[config.mk]
export PLATFORM = sky130hd
export DESIGN_NAME = id_decode_pipe_flat
export DESIGN_NICKNAME = d
export VERILOG_FILES = /design/src/rtl/id_decode_pipe_pkg.sv /design/src/rtl/id_decode_pipe_if.sv /design/src/rtl/id_field_ext.sv /design/src/rtl/id_decode_pipe.sv /design/src/flat_wrapper.sv
export SDC_FILE = /design/constraint.sdc
export NUM_CORES = 1
export LEC_CHECK = 0
export BUFFER_PORTS_ARGS = -buffer_cell sky130_fd_sc_hd__buf_2
export CORE_UTILIZATION = 60
export CTS_CLUSTER_SIZE = 30
export DETAILED_ROUTE_END_ITERATION = 6
export GPL_TIMING_DRIVEN = 0
export PLACE_DENSITY = 0.92
export SLEW_MARGIN = 20
export SYNTH_ARGS = -nofsm -noshare
export SYNTH_HDL_FRONTEND = slang
export SYNTH_HIERARCHICAL = 1
export SYNTH_SLANG_ARGS = --single-unit
[constraint.sdc]
create_clock -name clk -period 4.7 [get_ports clk]
set_input_delay 0 -clock clk [delete_from_list [all_inputs] [get_ports clk]]
set_output_delay 0 -clock clk [all_outputs]
set_load 0.005 [all_outputs]
[src/rtl/id_decode_pipe_pkg.sv]
`default_nettype none
// ============================================================================
//  Module      : id_decode_pipe_pkg
//  Description : Shared MIPS decode definitions. It holds the opcode and funct
//                codes, the class-flag bit indices, the fixed-width decoded
//                field bundle, and the supported-set helpers that the
//                reserved-instruction check uses (DECODE_RI_EN).
//  Revision    : 1.0 - initial release
// ============================================================================
package id_decode_pipe_pkg;

    // Primary opcodes, instr[31:26]
    localparam logic [5:0] OP_RTYPE    = 6'h00;
    localparam logic [5:0] OP_REGIMM   = 6'h01;
    localparam logic [5:0] OP_J        = 6'h02;
    localparam logic [5:0] OP_JAL      = 6'h03;
    localparam logic [5:0] OP_BEQ      = 6'h04;
    localparam logic [5:0] OP_BNE      = 6'h05;
    localparam logic [5:0] OP_BLEZ     = 6'h06;
    localparam logic [5:0] OP_BGTZ     = 6'h07;
    localparam logic [5:0] OP_ADDI     = 6'h08;
    localparam logic [5:0] OP_ADDIU    = 6'h09;
    localparam logic [5:0] OP_SLTI     = 6'h0A;
    localparam logic [5:0] OP_SLTIU    = 6'h0B;
    localparam logic [5:0] OP_ANDI     = 6'h0C;
    localparam logic [5:0] OP_ORI      = 6'h0D;
    localparam logic [5:0] OP_XORI     = 6'h0E;
    localparam logic [5:0] OP_LUI      = 6'h0F;
    localparam logic [5:0] OP_COP0     = 6'h10;
    localparam logic [5:0] OP_SPECIAL2 = 6'h1C;
    localparam logic [5:0] OP_LB       = 6'h20;
    localparam logic [5:0] OP_LH       = 6'h21;
    localparam logic [5:0] OP_LW       = 6'h23;
    localparam logic [5:0] OP_LBU      = 6'h24;
    localparam logic [5:0] OP_LHU      = 6'h25;
    localparam logic [5:0] OP_SB       = 6'h28;
    localparam logic [5:0] OP_SH       = 6'h29;
    localparam logic [5:0] OP_SW       = 6'h2B;

    // R-type function codes, instr[5:0]
    localparam logic [5:0] FN_SLL   = 6'h00;
    localparam logic [5:0] FN_SRL   = 6'h02;
    localparam logic [5:0] FN_SRA   = 6'h03;
    localparam logic [5:0] FN_SLLV  = 6'h04;
    localparam logic [5:0] FN_SRLV  = 6'h06;
    localparam logic [5:0] FN_SRAV  = 6'h07;
    localparam logic [5:0] FN_JR    = 6'h08;
    localparam logic [5:0] FN_JALR  = 6'h09;
    localparam logic [5:0] FN_MFHI  = 6'h10;
    localparam logic [5:0] FN_MTHI  = 6'h11;
    localparam logic [5:0] FN_MFLO  = 6'h12;
    localparam logic [5:0] FN_MTLO  = 6'h13;
    localparam logic [5:0] FN_MULT  = 6'h18;
    localparam logic [5:0] FN_MULTU = 6'h19;
    localparam logic [5:0] FN_DIV   = 6'h1A;
    localparam logic [5:0] FN_DIVU  = 6'h1B;
    localparam logic [5:0] FN_ADD   = 6'h20;   // first of the contiguous ALU block
    localparam logic [5:0] FN_NOR   = 6'h27;   // last of the contiguous ALU block
    localparam logic [5:0] FN_SLT   = 6'h2A;
    localparam logic [5:0] FN_SLTU  = 6'h2B;

    // Class-flag bit positions inside id_fields_t.flags
    localparam int FLG_RTYPE  = 0;
    localparam int FLG_BRANCH = 1;
    localparam int FLG_JUMP   = 2;
    localparam int FLG_LOAD   = 3;
    localparam int FLG_STORE  = 4;
    localparam int NUM_FLAGS  = 5;

    // Fixed-width part of a decoded instruction. The PC- and EXT-width values
    // are carried beside it because their widths depend on parameters.
    typedef struct packed {
        logic [5:0]           opcode;
        logic [4:0]           rs;
        logic [4:0]           rt;
        logic [4:0]           rd;
        logic [4:0]           shamt;
        logic [5:0]           funct;
        logic [NUM_FLAGS-1:0] flags;
        logic                 ri;
    } id_fields_t;

    function automatic logic op_supported(input logic [5:0] op);
        return op inside {OP_RTYPE, OP_REGIMM, OP_J, OP_JAL, OP_BEQ, OP_BNE,
                          OP_BLEZ, OP_BGTZ, OP_ADDI, OP_ADDIU, OP_SLTI,
                          OP_SLTIU, OP_ANDI, OP_ORI, OP_XORI, OP_LUI,
                          OP_COP0, OP_SPECIAL2, OP_LB, OP_LH, OP_LW, OP_LBU,
                          OP_LHU, OP_SB, OP_SH, OP_SW};
    endfunction

    function automatic logic fn_supported(input logic [5:0] fn);
        return fn inside {FN_SLL, FN_SRL, FN_SRA, FN_SLLV, FN_SRLV, FN_SRAV,
                          FN_JR, FN_JALR, FN_MFHI, FN_MTHI, FN_MFLO, FN_MTLO,
                          FN_MULT, FN_MULTU, FN_DIV, FN_DIVU,
                          [FN_ADD:FN_NOR], FN_SLT, FN_SLTU};
    endfunction

endpackage
`default_nettype wire

[src/rtl/id_decode_pipe_if.sv]
`default_nettype none
// ============================================================================
//  Module      : id_decode_pipe_if
//  Description : Handshake and decoded-output bundle of the decode stage.
//                The "master" modport is the environment side (IF stage and
//                register-read consumer). The "slave" modport is the stage.
//  Ports       : in_valid/in_ready/in_instr/in_pc    upstream handshake
//                out_valid/out_ready                  downstream handshake
//                opcode..funct, imm_ext, targets, class flags, ri
//  Revision    : 1.0 - initial release
// ============================================================================
interface id_decode_pipe_if #(
    parameter int PC_W  = 32,
    parameter int EXT_W = 32
);
    logic              in_valid;
    logic              in_ready;
    logic [31:0]       in_instr;
    logic [PC_W-1:0]   in_pc;
    logic              out_valid;
    logic              out_ready;
    logic [5:0]        opcode;
    logic [4:0]        rs;
    logic [4:0]        rt;
    logic [4:0]        rd;
    logic [4:0]        shamt;
    logic [5:0]        funct;
    logic [EXT_W-1:0]  imm_ext;
    logic [PC_W-1:0]   br_target;
    logic [PC_W-1:0]   j_target;
    logic [PC_W-1:0]   pc_plus4;
    logic              is_rtype;
    logic              is_branch;
    logic              is_jump;
    logic              is_load;
    logic              is_store;
    logic              ri;

    modport master (
        output in_valid, in_instr, in_pc, out_ready,
        input  in_ready, out_valid, opcode, rs, rt, rd, shamt, funct, imm_ext,
               br_target, j_target, pc_plus4, is_rtype, is_branch, is_jump,
               is_load, is_store, ri
    );

    modport slave (
        input  in_valid, in_instr, in_pc, out_ready,
        output in_ready, out_valid, opcode, rs, rt, rd, shamt, funct, imm_ext,
               br_target, j_target, pc_plus4, is_rtype, is_branch, is_jump,
               is_load, is_store, ri
    );
endinterface
`default_nettype wire

[src/rtl/id_field_ext.sv]
`default_nettype none
// ============================================================================
//  Module      : id_field_ext
//  Description : Combinational field splitter. It takes instr+pc and returns
//                the fields, the extended immediate, pc+4, the branch and
//                jump targets, the class flags and the reserved-instruction
//                flag. The reserved check exists only with DECODE_RI_EN.
//  Ports       : i_instr, i_pc -> o_fields, o_imm_ext, o_pc_plus4,
//                o_br_target, o_j_target
//  Revision    : 1.0 - initial release
// ============================================================================
module id_field_ext
    import id_decode_pipe_pkg::*;
#(
    parameter int PC_W  = 32,
    parameter int EXT_W = 32
) (
    input  wire logic [31:0]      i_instr,
    input  wire logic [PC_W-1:0]  i_pc,
    output id_fields_t            o_fields,
    output logic [EXT_W-1:0]      o_imm_ext,
    output logic [PC_W-1:0]       o_pc_plus4,
    output logic [PC_W-1:0]       o_br_target,
    output logic [PC_W-1:0]       o_j_target
);
    logic [5:0]           w_op;
    logic [5:0]           w_fn;
    logic [15:0]          w_imm16;
    logic                 w_ri;
    logic [NUM_FLAGS-1:0] w_flags;
    logic [EXT_W-1:0]     w_lui;

    assign w_op    = i_instr[31:26];
    assign w_fn    = i_instr[5:0];
    assign w_imm16 = i_instr[15:0];

`ifdef DECODE_RI_EN
    assign w_ri = !op_supported(w_op) || ((w_op == OP_RTYPE) && !fn_supported(w_fn));
`else
    assign w_ri = 1'b0;
`endif

    always_comb begin
        w_flags            = '0;
        w_flags[FLG_RTYPE] = (w_op == OP_RTYPE);
        case (w_op)
            OP_REGIMM, OP_BEQ, OP_BNE, OP_BLEZ, OP_BGTZ: w_flags[FLG_BRANCH] = 1'b1;
            OP_J, OP_JAL:                               w_flags[FLG_JUMP]   = 1'b1;
            OP_RTYPE:         w_flags[FLG_JUMP] = (w_fn == FN_JR) || (w_fn == FN_JALR);
            OP_LB, OP_LH, OP_LW, OP_LBU, OP_LHU:        w_flags[FLG_LOAD]   = 1'b1;
            OP_SB, OP_SH, OP_SW:                        w_flags[FLG_STORE]  = 1'b1;
            default: ;
        endcase
        // A reserved instruction still flows but must not steer any later unit.
        if (w_ri) begin
            w_flags = '0;
        end
    end

    // lui places imm16 in bits [31:16]. For a narrow EXT_W the top is cut off.
    if (EXT_W > 32) begin : g_lui_wide
        assign w_lui = {{(EXT_W-32){1'b0}}, w_imm16, 16'h0000};
    end else if (EXT_W == 32) begin : g_lui_exact
        assign w_lui = {w_imm16, 16'h0000};
    end else begin : g_lui_narrow
        assign w_lui = {w_imm16[EXT_W-17:0], 16'h0000};
    end

    always_comb begin
        case (w_op)
            OP_ANDI, OP_ORI, OP_XORI: o_imm_ext = {{(EXT_W-16){1'b0}}, w_imm16};
            OP_LUI:                   o_imm_ext = w_lui;
            default:                  o_imm_ext = {{(EXT_W-16){w_imm16[15]}}, w_imm16};
        endcase
    end

    assign o_pc_plus4  = i_pc + PC_W'(4);
    assign o_br_target = o_pc_plus4 + {{(PC_W-18){w_imm16[15]}}, w_imm16, 2'b00};

    if (PC_W > 28) begin : g_jt_upper
        assign o_j_target = {o_pc_plus4[PC_W-1:28], i_instr[25:0], 2'b00};
    end else begin : g_jt_exact
        assign o_j_target = {i_instr[25:0], 2'b00};
    end

    assign o_fields = '{opcode: w_op,
                        rs:     i_instr[25:21],
                        rt:     i_instr[20:16],
                        rd:     i_instr[15:11],
                        shamt:  i_instr[10:6],
                        funct:  w_fn,
                        flags:  w_flags,
                        ri:     w_ri};
endmodule
`default_nettype wire

[src/rtl/id_decode_pipe.sv]
`default_nettype none
// ============================================================================
//  Module      : id_decode_pipe
//  Description : Registered MIPS instruction-decode stage. Decode happens
//                combinationally in front of a 2-entry skid buffer: a main
//                register that drives the outputs plus one skid register.
//                in_ready = !skid_valid, so it comes straight from a flop.
//                DECODE_RI_EN enables the reserved-instruction flag.
//  Ports       : clk, reset (sync, active-high), flush
//                bus : id_decode_pipe_if.slave (handshakes + decoded outputs)
//  Revision    : 1.0 - initial release
// ============================================================================
module id_decode_pipe
    import id_decode_pipe_pkg::*;
#(
    parameter int PC_W  = 32,
    parameter int EXT_W = 32
) (
    input  wire logic        clk,
    input  wire logic        reset,
    input  wire logic        flush,
    id_decode_pipe_if.slave  bus
);
    localparam int c_bundle_w = $bits(id_fields_t) + EXT_W + 3*PC_W;

    id_fields_t               w_fields;
    logic [EXT_W-1:0]         w_imm_ext;
    logic [PC_W-1:0]          w_pc_plus4;
    logic [PC_W-1:0]          w_br_target;
    logic [PC_W-1:0]          w_j_target;
    logic [c_bundle_w-1:0]    w_bundle;
    logic                     w_accept;
    logic                     w_drain;

    logic [c_bundle_w-1:0]    r_main;
    logic [c_bundle_w-1:0]    r_skid;
    logic                     r_main_vld;
    logic                     r_skid_vld;

    id_fields_t               w_out_fields;
    logic [EXT_W-1:0]         w_out_imm;
    logic [PC_W-1:0]          w_out_pc4;
    logic [PC_W-1:0]          w_out_br;
    logic [PC_W-1:0]          w_out_jt;

    id_field_ext #(
        .PC_W  (PC_W),
        .EXT_W (EXT_W)
    ) u_field_ext (
        .i_instr     (bus.in_instr),
        .i_pc        (bus.in_pc),
        .o_fields    (w_fields),
        .o_imm_ext   (w_imm_ext),
        .o_pc_plus4  (w_pc_plus4),
        .o_br_target (w_br_target),
        .o_j_target  (w_j_target)
    );

    assign w_bundle = {w_fields, w_imm_ext, w_pc_plus4, w_br_target, w_j_target};
    assign w_accept = bus.in_valid && !r_skid_vld;
    assign w_drain  = r_main_vld && bus.out_ready;

    always_ff @(posedge clk) begin
        if (reset || flush) begin
            // Both clear everything, so the fields also read 0 afterwards.
            r_main     <= '0;
            r_skid     <= '0;
            r_main_vld <= 1'b0;
            r_skid_vld <= 1'b0;
        end else if (r_skid_vld) begin
            // in_ready is low here, so the only possible event is a drain.
            if (w_drain) begin
                r_main     <= r_skid;
                r_skid_vld <= 1'b0;
            end
        end else if (w_accept) begin
            if (!r_main_vld || bus.out_ready) begin
                r_main     <= w_bundle;
                r_main_vld <= 1'b1;
            end else begin
                r_skid     <= w_bundle;
                r_skid_vld <= 1'b1;
            end
        end else if (w_drain) begin
            // Fields keep the drained values, only the valid bit drops.
            r_main_vld <= 1'b0;
        end
    end

    assign {w_out_fields, w_out_imm, w_out_pc4, w_out_br, w_out_jt} = r_main;

    assign bus.in_ready  = !r_skid_vld;
    assign bus.out_valid = r_main_vld;
    assign bus.opcode    = w_out_fields.opcode;
    assign bus.rs        = w_out_fields.rs;
    assign bus.rt        = w_out_fields.rt;
    assign bus.rd        = w_out_fields.rd;
    assign bus.shamt     = w_out_fields.shamt;
    assign bus.funct     = w_out_fields.funct;
    assign bus.imm_ext   = w_out_imm;
    assign bus.pc_plus4  = w_out_pc4;
    assign bus.br_target = w_out_br;
    assign bus.j_target  = w_out_jt;
    assign bus.is_rtype  = w_out_fields.flags[FLG_RTYPE];
    assign bus.is_branch = w_out_fields.flags[FLG_BRANCH];
    assign bus.is_jump   = w_out_fields.flags[FLG_JUMP];
    assign bus.is_load   = w_out_fields.flags[FLG_LOAD];
    assign bus.is_store  = w_out_fields.flags[FLG_STORE];
    assign bus.ri        = w_out_fields.ri;
endmodule
`default_nettype wire

[src/flat_wrapper.sv]
// flat-port wrapper written by rule: the top's interface ports become plain ports
module id_decode_pipe_flat import id_decode_pipe_pkg::*;
#(
    parameter int PC_W  = 32,
    parameter int EXT_W = 32
)
  (clk, reset, flush, bus_in_valid, bus_in_instr, bus_in_pc, bus_out_ready, bus_in_ready, bus_out_valid, bus_opcode, bus_rs, bus_rt, bus_rd, bus_shamt, bus_funct, bus_imm_ext, bus_br_target, bus_j_target, bus_pc_plus4, bus_is_rtype, bus_is_branch, bus_is_jump, bus_is_load, bus_is_store, bus_ri);
  id_decode_pipe_if #(.PC_W(PC_W), .EXT_W(EXT_W)) bus_i ();
  input  wire logic clk;
  input  wire logic reset;
  input  wire logic flush;
  input wire logic [$bits(bus_i.in_valid)-1:0] bus_in_valid;
  input wire logic [$bits(bus_i.in_instr)-1:0] bus_in_instr;
  input wire logic [$bits(bus_i.in_pc)-1:0] bus_in_pc;
  input wire logic [$bits(bus_i.out_ready)-1:0] bus_out_ready;
  output wire logic [$bits(bus_i.in_ready)-1:0] bus_in_ready;
  output wire logic [$bits(bus_i.out_valid)-1:0] bus_out_valid;
  output wire logic [$bits(bus_i.opcode)-1:0] bus_opcode;
  output wire logic [$bits(bus_i.rs)-1:0] bus_rs;
  output wire logic [$bits(bus_i.rt)-1:0] bus_rt;
  output wire logic [$bits(bus_i.rd)-1:0] bus_rd;
  output wire logic [$bits(bus_i.shamt)-1:0] bus_shamt;
  output wire logic [$bits(bus_i.funct)-1:0] bus_funct;
  output wire logic [$bits(bus_i.imm_ext)-1:0] bus_imm_ext;
  output wire logic [$bits(bus_i.br_target)-1:0] bus_br_target;
  output wire logic [$bits(bus_i.j_target)-1:0] bus_j_target;
  output wire logic [$bits(bus_i.pc_plus4)-1:0] bus_pc_plus4;
  output wire logic [$bits(bus_i.is_rtype)-1:0] bus_is_rtype;
  output wire logic [$bits(bus_i.is_branch)-1:0] bus_is_branch;
  output wire logic [$bits(bus_i.is_jump)-1:0] bus_is_jump;
  output wire logic [$bits(bus_i.is_load)-1:0] bus_is_load;
  output wire logic [$bits(bus_i.is_store)-1:0] bus_is_store;
  output wire logic [$bits(bus_i.ri)-1:0] bus_ri;
  assign bus_i.in_valid = bus_in_valid;
  assign bus_i.in_instr = bus_in_instr;
  assign bus_i.in_pc = bus_in_pc;
  assign bus_i.out_ready = bus_out_ready;
  assign bus_in_ready = bus_i.in_ready;
  assign bus_out_valid = bus_i.out_valid;
  assign bus_opcode = bus_i.opcode;
  assign bus_rs = bus_i.rs;
  assign bus_rt = bus_i.rt;
  assign bus_rd = bus_i.rd;
  assign bus_shamt = bus_i.shamt;
  assign bus_funct = bus_i.funct;
  assign bus_imm_ext = bus_i.imm_ext;
  assign bus_br_target = bus_i.br_target;
  assign bus_j_target = bus_i.j_target;
  assign bus_pc_plus4 = bus_i.pc_plus4;
  assign bus_is_rtype = bus_i.is_rtype;
  assign bus_is_branch = bus_i.is_branch;
  assign bus_is_jump = bus_i.is_jump;
  assign bus_is_load = bus_i.is_load;
  assign bus_is_store = bus_i.is_store;
  assign bus_ri = bus_i.ri;
  id_decode_pipe #(.PC_W(PC_W), .EXT_W(EXT_W)) u_core (.clk(clk), .reset(reset), .flush(flush), .bus(bus_i));
endmodule
After elaboration in Yosys (flattened, before gate mapping)
Cells that the tools add are included.
- register bits after elaboration: 331
- logic and storage cells: 66
- input port bits: 69
- output and inout port bits: 168
- multiplexer cells: 16
- bitwise operators: 2
- add/subtract/negate cells: 2
- equality and inequality tests: 23
- reductions and logical operators: 19
- operator list (operator ; number):
    $mux 166 ; 4
    $pmux 32 s2 ; 1
    $eq 6x6->1 const B ; 8
    $eq 6x4->1 const B ; 6
    $add 32x3->32 const B ; 1
    $add 32x32->32 ; 1
    $eq 6x3->1 const B ; 4
    $eq 6x2->1 const B ; 2
    $mux 1 ; 10
    $reduce_or 5->1 ; 2
    $reduce_and 3->1 ; 3
    $eq 6x1->1 const B ; 1
    $logic_not 6->1 ; 1
    $reduce_bool 2->1 ; 3
    $reduce_or 3->1 ; 2
    $logic_or 1x1->1 ; 3
    $logic_and 1x1->1 ; 2
    $logic_not 1->1 ; 2
    $ne 2x1->1 const B ; 1
    $ne 2x2->1 const B ; 1
    $not 1->1 ; 2
    $pmux 1 s2 ; 1
    $reduce_or 2->1 ; 1

Depth between registers and ports, before layout
- depth after elaboration: 6
- depth in mapped cells: 15

Hierarchy
The synthesis kept the hierarchy.
- by module, submodules not included (module ; cells an instance ; area each (sq um) ; times used):
    id_decode_pipe ; 1493 ; 14014.7 ; 1
    id_field_ext ; 443 ; 3056.7 ; 1

Worst setup path before layout
Ideal clock, no wire load.
- path kind: input to register
- start point: in bus_in_pc[7]
- end point: reg u_core.r_main[61]
- path buffers: 0
- stages: 14
- arrival time: 2722 ps
- path slack: 1897 ps
- path through: and4_2 and2_0 and3_2 nand4_1 xnor2_1 ha_1 a21oi_1 o21a_1 o22ai_1 a21o_1 a311o_1 o31ai_1 mux2i_1 a211oi_2
- longest elaborated chain between the ends: 5
- RTL lines (item ; RTL line ; RTL):
    start, declared ; flat_wrapper.sv:14 ; input wire logic [$bits(bus_i.in_pc)-1:0] bus_in_pc;
    $add 32x3->32 ; id_field_ext.sv:77 ; assign o_pc_plus4 = i_pc + PC_W'(4);
    net u_core.w_j_target[28] ; id_decode_pipe.sv:30 ; logic [PC_W-1:0] w_j_target;
    $add 32x32->32 ; id_field_ext.sv:78 ; assign o_br_target = o_pc_plus4 + {{(PC_W-18){w_imm16[15]}}, w_imm16, 2'b00};
    net u_core.w_br_target[29] ; id_decode_pipe.sv:29 ; logic [PC_W-1:0] w_br_target;
    $mux 166 ; id_decode_pipe.sv:77 ; if (!r_main_vld || bus.out_ready) begin
    $mux 166 ; id_decode_pipe.sv:76 ; end else if (w_accept) begin
    $mux 166 ; id_decode_pipe.sv:70 ; end else if (r_skid_vld) begin
    end signal, assigned ; id_decode_pipe.sv:73 ; r_main <= r_skid;
    end signal, assigned ; id_decode_pipe.sv:78 ; r_main <= w_bundle;
    end, declared ; id_decode_pipe.sv:35 ; logic [c_bundle_w-1:0] r_main;
The timed path passes the listed nets, and every way through them passes these cells. The select of a mux whose other input is x is not followed.
A chain may end at the register's enable or synchronous reset.

Worst setup path after layout
- start point: in bus_in_pc[4]
- end point: reg u_core.r_main[61]
The elaborated chain is that of the path after synthesis.

==> metrics.yaml <==
critical-path-top-delay-family: "compound AO/OA/AOI/OAI gates"
ys_warn_count: 6
synth_compound_area_frac: 0.258
drt_iter0_markers: 1967
ir_drop_mv: 0.284
crit_fanout: 8
p_sw_mw: 1.93
p_int_mw: 5.08
routed_wl_mm: 55.2
synthCells: 1936
crit_type: "primary input to flop"
synth_top_family_by_area: "compound AO/OA/AOI/OAI gates"
clock_skew_ps: 18.7
cp-end-kind: "flop"
pwr-share-clk: 0.416
syn_area_mm2: 0.0171
timing.final.crit_share: 0.901
initial_core_util: 0.613
syn_area_per_cell_um2: 8.82
synth_edf_count: 0
slowest_delay_ps: 780
netlist_top_cells_area: "dfxtp_1, a21oi_1, a211oi_2"
gp_congestion: 0.929
num_rows: 61
grt_max_degree: 22
ys.flop_type: "dfxtp_1"
final_cells: 2675
violations: "design-rule violations"
seq_area_frac_synth: 0.392
port_buffers: 224
r2r_setup_slack_ps: 2230
die_w_um: 171
combPwrFrac: 0.162
antenna_found_initial: 3
cts_setup_buffers: 0
power_mw: 7.01
reg2reg_from: "u_core/r_skid_vld$_SDFF_PP0_"
groute.usage.overall: 0.365
grt_pass1_vias: 15783
postRouteAntennaNets: 0
dp.cells: 2540
synth_top_area_cell: "dfxtp_1"
crit_slowest_cell: "xnor2_1"
die_h_um: 171
placed_area_mm2: 0.0187
hold_class: "primary input to flop"
crit_chain: "dlygate4sd3_1, buf_2, and4_2, and2_0, and3_2, nand4_1, xnor2_1, ha_1, a21oi_1, o21a_1, o22ai_1, a21o_1, a311o_1, o31ai_1, mux2i_1, a211oi_2"
viasPerCell: 6.22
synth-xor-area-share: 0.0287
tightestPinTransition_ps: 1100
dp_hpwl_mm: 36.8
max-slew-margin-rel: 0.258
powerDensity_mw_per_mm2: 341
synth_mux_area_frac: 0.0982
rsz0062_at_grt: "no"
clk_pin_slew_worst_paths_ps: 60
period_needed_ps: 4230
holdPathStages: 6
max_freq_mhz: 236
drv_slew: 0
clk_latency_ps: 520
finalHoldViolCount: 0
layout-drive-gt1-share: 0.246
r2r_end: "u_core/r_main[67]$_SDFFE_PP0P_"
p_leak_nw: 7.62
drt_pre_antenna_iters: 7
pwr-share-seq: 0.421
crit_buf_inv: 2
synth-async-reset-ratio: 0
tritoncts: "built"
synth.distinct_cells: 65
setup_viol: 0
vias: 16649
wl_per_cell_um: 20.6
setup_tns_ps: 0
layout_commonest_cell: "nand2_1"
hold-path-endpoint: "u_core/r_skid[63]$_SDFFE_PP0P_"
coreArea_mm2: 0.0279
clock_path_buffers: 3
arrival_ps: 4660
final_cell_mix: "nand2_1, a21oi_1, dfxtp_1"
clock-sinks: 334
design.die.area_mm2: 0.0291
pin_count: 237
stdcell_area_mm2: 0.0206
startpoint_type: "primary input"
grt_pass1_wl_mm: 83.4
htreeDepth: 2
nNetsFinal: 2370
root_buffer: "clkbuf_16"
p_sw_frac: 0.275
cts_made_buffers: 37
yosysTopAreaCellShare: 0.392
synth-simple-area-share: 0.120
syn2layout_area_growth_pct: 20.6
crit_required_ps: 5130
maxCapViolCount: 0
ff2ff_path_depth: 5
synthAdderAreaFrac: 0.0239
grt.overflow.total: 0
hp-start: "bus_in_pc[30]"
drc_errors: 6
status: "complete, but fails checks"
ys_ff_latch: 334
## cell type report
class                           count  area (um2)
Antenna cell                        4        10.0
Buffer                            229        1300
Clock buffer                       48        1050
Clock inverter                     15         171
Fill cell                        1831        7270
Inverter                           14        52.6
Multi-Input combinational cell   1361        9040
Sequential cell                   334        6690
Tap cell                          378         473
Timing Repair Buffer              292        1800
## cell usage after synthesis (2+ instances only)
cell type	instances
buf_4	69
a32oi_1	2
a211oi_2	141
a21oi_1	371
nor4_1	4
o21ai_0	22
a21o_1	20
nor2b_1	18
o21a_1	4
nor4bb_1	2
xor2_1	15
nand4_1	9
mux2i_1	166
and2_1	2
inv_1	14
and4_4	2
buf_1	5
nand3_1	17
and3_1	7
ha_1	31
a211oi_1	30
nor3_1	5
nand4bb_1	2
xnor2_1	39
o21bai_1	2
clkbuf_1	98
nor2_1	31
a31oi_1	6
nand2_1	373
buf_6	17
o31ai_1	3
buf_2	40
and2_2	2
o211ai_1	3
dfxtp_1	334
## how the worst max path moves through the flow
stage | start | to | slack, ps | cells after the start
2_1_floorplan | bus_in_pc[7] | u_core/r_main[61]$_SDFFE_PP0P_ | 1900 | 14
3_3_place_gp | bus_in_pc[7] | u_core/r_main[61]$_SDFFE_PP0P_ | 780 | 15
3_5_place_dp | bus_in_pc[7] | u_core/r_main[61]$_SDFFE_PP0P_ | 730 | 15
4_1_cts | bus_in_pc[4] | u_core/r_main[61]$_SDFFE_PP0P_ | 650 | 16
5_1_grt | bus_in_pc[14] | u_core/r_main[61]$_SDFFE_PP0P_ | 300 | 17
6_report | bus_in_pc[4] | u_core/r_main[61]$_SDFFE_PP0P_ | 470 | 16
## per-stage QoR
step / hold WS [ps] / worst slack (ps) / util
finish: 63.0 / 466 / 0.739
global route: 72.0 / 298 / 0.739
CTS: 56.0 / 652 / 0.739
detailed placement: 267 / 726 / 0.670
global placement: 258 / 783 / 0.670
floorplan: 144 / 1900 / -
## cells by family (layout without fill, tap and decap cells)
group	Yosys count	in the layout
DFF	334	334
xor gates and xnor gates	55	55
adders and majority gates	32	32
buffers and inverters	243	598
muxes	167	167
other	1	7
AOI/OAI and AO/OA	619	619
and+or+nand+nor	485	485
## power groups by stage
stage          logic, mW  clock network (mW)  registers, mW
2_1_floorplan      0.704                   0           3.01
3_3_place_gp        1.01                   0           3.01
3_5_place_dp        1.04                   0           3.01
4_1_cts             1.10                2.93           2.95
5_1_grt             1.20                3.05           2.96
6_report            1.14                2.92           2.96
## state kept, by name (all words and copies together) (netlist names)
register and cells:
u_core/r_main 166, u_core/bus.out_valid 1, u_core/r_skid_vld 1, u_core/r_skid 166
## worst reg2reg max path: cells and delay by family (launching register included)
kind	cells	cell delay (ps)
AOI/OAI and AO/OA	1	140
muxes	1	490
DFF	1	300
buffers and inverters	3	1370
## routing by layer
layer	part of all wire	GRT usage
met1	0.37	0.436
met3	0.10	0.0724
met2	0.46	0.604
met5	0	0
met4	0.062	0.222
## repair_timing
action	in CTS	in global routing
setup endpoints to repair	0	0
resized for setup	0	0
endpoints found under the hold margin	130	0
hold buffers	68	0
Power figures use the tool's default switching activity.
